`src/rtl/operand_dispatch.sv`:
```
// Routes an operand pair to one of NUM_CH one-entry channel buffers with valid/ready flow control.
// Optional sticky out-of-range select flag: define OPERAND_DISPATCH_BAD_SEL_EN.
module operand_dispatch #(
  parameter int NUM_BITS = 32,
  parameter int NUM_CH   = 8,
  parameter int SEL_W    = 3
) (
  input  logic                       clk,
  input  logic                       rst,
  input  logic                       in_valid,
  output logic                       in_ready,
  input  logic [SEL_W-1:0]           in_sel,
  input  logic [NUM_BITS-1:0]        in_op1,
  input  logic [NUM_BITS-1:0]        in_op2,
  output logic [NUM_CH-1:0]          ch_valid,
  input  logic [NUM_CH-1:0]          ch_ready,
  output logic [NUM_CH*NUM_BITS-1:0] ch_op1,
  output logic [NUM_CH*NUM_BITS-1:0] ch_op2,
  output logic [SEL_W:0]             occupancy
`ifdef OPERAND_DISPATCH_BAD_SEL_EN
  ,output logic                      bad_sel_err
`endif
);

  localparam int NPAD = 1 << SEL_W;

  if (NPAD < NUM_CH || NUM_CH < 2 || NUM_CH > 32) begin : g_bad_cfg
    $error("operand_dispatch: illegal NUM_CH/SEL_W combination");
  end

  function automatic logic [SEL_W:0] f_popcount(input logic [NUM_CH-1:0] v);
    logic [SEL_W:0] c;
    c = '0;
    for (int i = 0; i < NUM_CH; i++) c = c + {{SEL_W{1'b0}}, v[i]};
    return c;
  endfunction

  logic [NUM_CH-1:0]   r_full_p1;
  logic [NUM_BITS-1:0] r_op1_p1 [NUM_CH];
  logic [NUM_BITS-1:0] r_op2_p1 [NUM_CH];
  logic [SEL_W:0]      r_occ_p1;

  logic [NPAD-1:0]     w_full_pad;
  logic [NPAD-1:0]     w_rdy_pad;
  logic                w_sel_oob;
  logic                w_acc;
  logic [NUM_CH-1:0]   w_acc_vec;
  logic [NUM_CH-1:0]   w_full_nxt;

  // Padding to the full select range lets out-of-range selects index safely.
  assign w_full_pad = NPAD'(r_full_p1);
  assign w_rdy_pad  = NPAD'(ch_ready);
  assign w_sel_oob  = ({1'b0, in_sel} >= (SEL_W+1)'(NUM_CH));
  assign in_ready   = w_sel_oob | ~w_full_pad[in_sel] | w_rdy_pad[in_sel];
  assign w_acc      = in_valid & in_ready & ~w_sel_oob;

  always_comb begin
    w_acc_vec  = '0;
    w_full_nxt = '0;
    for (int i = 0; i < NUM_CH; i++) begin
      w_acc_vec[i]  = w_acc && (in_sel == SEL_W'(i));
      w_full_nxt[i] = w_acc_vec[i] | (r_full_p1[i] & ~ch_ready[i]);
    end
  end

  // Stage p1: channel buffers and registered occupancy
  always_ff @(posedge clk) begin
    if (rst) begin
      r_full_p1 <= '0;
      r_occ_p1  <= '0;
      for (int i = 0; i < NUM_CH; i++) begin
        r_op1_p1[i] <= '0;
        r_op2_p1[i] <= '0;
      end
    end else begin
      r_full_p1 <= w_full_nxt;
      r_occ_p1  <= f_popcount(w_full_nxt);
      for (int i = 0; i < NUM_CH; i++) begin
        if (w_acc_vec[i]) begin
          r_op1_p1[i] <= in_op1;
          r_op2_p1[i] <= in_op2;
        end
      end
    end
  end

  assign ch_valid  = r_full_p1;
  assign occupancy = r_occ_p1;

  for (genvar g = 0; g < NUM_CH; g++) begin : g_ch_out
    assign ch_op1[g*NUM_BITS +: NUM_BITS] = r_full_p1[g] ? r_op1_p1[g] : '0;
    assign ch_op2[g*NUM_BITS +: NUM_BITS] = r_full_p1[g] ? r_op2_p1[g] : '0;
  end

`ifdef OPERAND_DISPATCH_BAD_SEL_EN
  logic r_bad_sel_p1;

  always_ff @(posedge clk) begin
    if (rst)                         r_bad_sel_p1 <= 1'b0;
    else if (in_valid && w_sel_oob)  r_bad_sel_p1 <= 1'b1;
  end

  assign bad_sel_err = r_bad_sel_p1;
`endif

endmodule

```
`config.mk`:
```
export PLATFORM = sky130hd
export DESIGN_NAME = operand_dispatch
export DESIGN_NICKNAME = d
export VERILOG_FILES = /design/src/rtl/operand_dispatch.sv
export SDC_FILE = /design/constraint.sdc
export NUM_CORES = 1
export LEC_CHECK = 0
export BUFFER_PORTS_ARGS = -buffer_cell sky130_fd_sc_hd__buf_2
export CAP_MARGIN = 0
export CORE_AREA = 2 2 231 233
export CTS_BUF_LIST = sky130_fd_sc_hd__clkbuf_4 sky130_fd_sc_hd__clkbuf_8
export CTS_CLUSTER_SIZE = 30
export DETAILED_ROUTE_END_ITERATION = 8
export DIE_AREA = 0 0 233 235
export PLACE_DENSITY = 0.68
export SLEW_MARGIN = 20
export SYNTH_ARGS = -nofsm -noshare
export SYNTH_HDL_FRONTEND = slang
export SYNTH_SLANG_ARGS = --single-unit
```
`constraint.sdc`:
```
create_clock -name clk -period 11 [get_ports clk]
set_clock_uncertainty 0.05 [all_clocks]
set_input_delay 2.75 -clock clk [delete_from_list [all_inputs] [get_ports clk]]
set_output_delay 2.75 -clock clk [all_outputs]
set_load 0.005 [all_outputs]
```
Word-level counts from Yosys, hierarchy flattened. Memory sizes are Yosys's and may differ from the RTL's. Index checks and enable logic that the tools add are counted.

Memories: 2. RAM bits: 512. Register bits after elaboration: 12.

Mux-type cells: 62. Bitwise gates (word level): 43. Add/sub/neg operators: 7. Magnitude comparators: 1. Reductions and logical operators: 9. Eq/ne operators: 7.

Memories: r_op1_p1 (words 8, bits a word 32, read ports 8, clocked after Yosys merged registers in 0, write ports 8, line 39) `logic [NUM_BITS-1:0] r_op1_p1 [NUM_CH];`; r_op2_p1 (words 8, bits a word 32, read ports 8, clocked after Yosys merged registers in 0, write ports 8, line 40) `logic [NUM_BITS-1:0] r_op2_p1 [NUM_CH];`.

Operator list (number): $mux W32 (32); $mux W1 (28); $or A1 B1 Y1 (25); $add A4 B1 Y4 (4); $eq A3 B3 Y1 const B (4); $and A1 B1 Y1 (9); $not A1 Y1 (9); $logic_and A1 B1 Y1 (8); $bmux W1 S3 (2); $eq A3 B2 Y1 const B (2); $add A3 B1 Y4 (1); $lt A3 B4 Y1 const B (1); $add A2 B1 Y3 (1); $eq A3 B1 Y1 const B (1); $logic_not A3 Y1 (1); $add A1 B1 Y2 (1).

Logic depth before layout (Yosys ltp).
Depth in word-level cells: 14. Gate-level depth with buffers: 14. Gate-level depth less buffers: 13.

Worst setup path after synthesis. No wires, ideal clock.

Path kind: in2reg. From: input port in_sel[0]. To: memory r_op1_p1[4][0] (netlist: r_op1_p1[1][0]) (enable). Arrival: 7979 ps. Stages: 3. Buffers on the path: 1. Slack: 2390 ps. Cell sequence: buf_6 -> or2_2 -> o31ai_1.

RTL lines: start, declared (line 12) `input logic [SEL_W-1:0] in_sel,`; end, declared (line 39).

Final worst setup path.
From: input port in_sel[0]. To: output port in_ready.

Word-level cells in the longest chain between the ends: 4. Elaborated cells between the ends (all ways): 6. Those cells by class: mux (4); bitwise (2).

Ends and longest elaborated chain: $bmux W1 S3 (line 54) `assign in_ready = w_sel_oob | ~w_full_pad[in_sel] | w_rdy_pad[in_sel];`; $mux W1 (not written as such) (line 54); $not A1 Y1 (line 54); $or A1 B1 Y1 * (line 54); end, declared (line 11) `output logic in_ready,`.

Every way passes the cells marked *; elsewhere a longest branch is shown, timed or not. The select of a mux whose other input is x is not followed.

==> reports/metrics.yaml <==
clkSinkCount: 524
cts_setup_buffers: 0
die-area_mm2: 0.0548
wl_um: 71800
final_util: 0.537
layout_common_cells: "762 x and2_1, 602 x buf_2, 512 x edfxtp_1, 100 x nor2_1, 92 x clkbuf_8"
internal-power_mw: 3.29
rsz0062_at_grt: "false"
initial_core_util: 0.432
hold_viol_final: 0
grt_pass1_vias: 16100
max-vdd-ir-drop_v: 0.000112
worstMarginPinSlew_ns: 1.05
cts_resized: 0
detail_route.wl_per_cell_um: 23.1
sequentialPowerShare: 0.546
dpl_worst_slack_ns: 3.88
antenna_found_initial: 8
cp_max_fo: 10
p_sw_frac: 0.233
ys_ff_latch: 524
powerDensity_mw_per_mm2: 153
maxSlewHeadroom: 0.302
synth_nets: 1821
dpl.cell_count: 2946
syn-instance-count: 1736
syn_area_mm2: 0.0226
arrival_ns: 4.34
path_clk_slew_ns: 0.06
status: "finished clean"
comb_power_share: 0.053
gp_congestion: 0.864
cts_hold_buf: 0
fillers: 4516
viasPerCell: 5.00
area_growth_pct: 24.4
insertion_delay_ns: 0.66
instances_no_fill: 3114
synth_cell_types: 36
register_area_mm2: 0.0156
place_area_mm2: 0.0263
post-dp-hpwl_um: 46400
fin_setup_tns_ns: 0
hp-class: "reg -> reg"
ys.warnings.count: 0
ant_nets: 0
startpoint_type: "input pin"
fin_nets: 2434
slew_violations: 0
die_h_um: 235
num_rows: 84
track_usage: 0.259
drv_cap: 0
synth_ff_type: "edfxtp_1"
die_w_um: 233
grt_pass1_wl_um: 104000
holdWs_ns: 0.859
avgSynthCellArea_um2: 13.0
clockPowerShare: 0.401
root_buffer: "clkbuf_8"
routed-via-count: 15600
dr.first_iter.drc_count: 1087
drt-pass1-iter-count: 5
ys_async_sr_fraction: 0
synth_edf_count: 512
fin_crit_sh: 0.649
core-area_mm2: 0.0522
portBuffers: 602
drc_errors: 0
ios: 603
yosysSeqAreaShare: 0.692
timing.fmax_ghz: 0.140
p_leak_nw: 13.0
p_total_mw: 4.28
grt_max_degree: 67
final_common_cell: "and2_1"
switchingPower_mw: 0.997
htreeDepth: 3
required_ns: 8.20
cts_buffers: 89
multi_input_area_mm2: 0.00635
clockBufferDepth: 3
finalSetupViolCount: 0
cts_tree: "done"
cp-end-kind: "output port"
drive_above_1_share: 0.345
setup_slack_ns: 3.86
fin_crit_ns: 7.14
grt-ovfl-total: 0
crit_type: "in -> out"
final_area_mm2: 0.0281
[flip-flops by register name, indices dropped and copies added (netlist names)]
register / flops
r_op2_p1: 256
occupancy: 4
ch_valid: 8
r_op1_p1: 256
[power by group through the flow]
| stage | Clock (mW) | Combinational (mW) | Sequential, mW |
|---|---|---|---|
| 6_report | 1.72 | 0.229 | 2.34 |
| 5_1_grt | 1.83 | 0.247 | 2.35 |
| 4_1_cts | 1.74 | 0.231 | 2.34 |
| 3_5_place_dp | 0 | 0.231 | 2.38 |
| 3_3_place_gp | 0 | 0.224 | 2.38 |
| 2_1_floorplan | 0 | 0.105 | 2.38 |
[cell type report]
type | instances | share of cell area
inverters | 72 | 0.00972
flip-flops and latches | 524 | 0.557
well taps | 688 | 0.0307
diodes | 4 | 0.000357
clock buffers | 125 | 0.0540
clock inverters | 39 | 0.00767
multi-input cells | 1036 | 0.226
repair buffers | 626 | 0.114
[critical path: stages]
cell,delay [ns]
buf_2,0.17
or2_2,0.38
o22ai_1,0.56
a221o_1,0.23
mux2i_1,0.09
buf_2,0.16
[routing by layer]
metal  GRT usage  up-vias  share of wire
met4       0.119        4          0.037
li1            -     6943              -
met2       0.422      754           0.48
met1       0.330     7713           0.40
met5           0        -        0.00029
met3      0.0581      143          0.080
[logic make-up (layout without fill, tap and decap cells)]
group,after synthesis,in the layout,share of synthesized area
simple gates,1009,1009,0.264
flops,524,524,0.692
buf+inv,176,862,0.0316
compound gates,17,17,0.00505
fa+ha+maj,7,7,0.00521
mux,2,2,0.00144
xor+xnor,1,1,0.000388
other cells,0,4,0
[worst paths after layout]
path | start | end | slack, ns | cells after the start
worst max-delay path | in_sel[0] | in_ready | 3.86 | 6
worst max register to register | ch_valid[3]$_SDFF_PP0_ | occupancy[2]$_SDFF_PP0_ | 7.12 | 13
worst min-delay path | ch_valid[4]$_SDFF_PP0_ | ch_valid[4]$_SDFF_PP0_ | 0.86 | 3
worst min register to register | ch_valid[4]$_SDFF_PP0_ | ch_valid[4]$_SDFF_PP0_ | 0.86 | 3
[synthesized netlist by cell type (2+ instances only)]
master,instances,share of area
nor3_2,2,0.00089
ha_1,3,0.0017
nor3_4,2,0.0014
inv_1,72,0.012
nand2b_1,3,0.00083
buf_6,7,0.0035
nand2_1,76,0.013
dfxtp_1,12,0.011
a21oi_1,5,0.0011
nor2_2,29,0.0080
clkbuf_1,89,0.015
o21ai_0,2,0.00044
nor3_1,5,0.0011
and3_1,4,0.0011
o31ai_1,4,0.0013
or2_2,2,0.00055
buf_1,8,0.0013
nor2_4,10,0.0050
and2_1,762,0.21
fa_1,4,0.0035
nor2_1,100,0.017
nor2b_4,2,0.0012
edfxtp_1,512,0.68
nor2b_1,8,0.0022
a21o_1,2,0.00067
No activity file was read; power rests on OpenSTA's default activity.
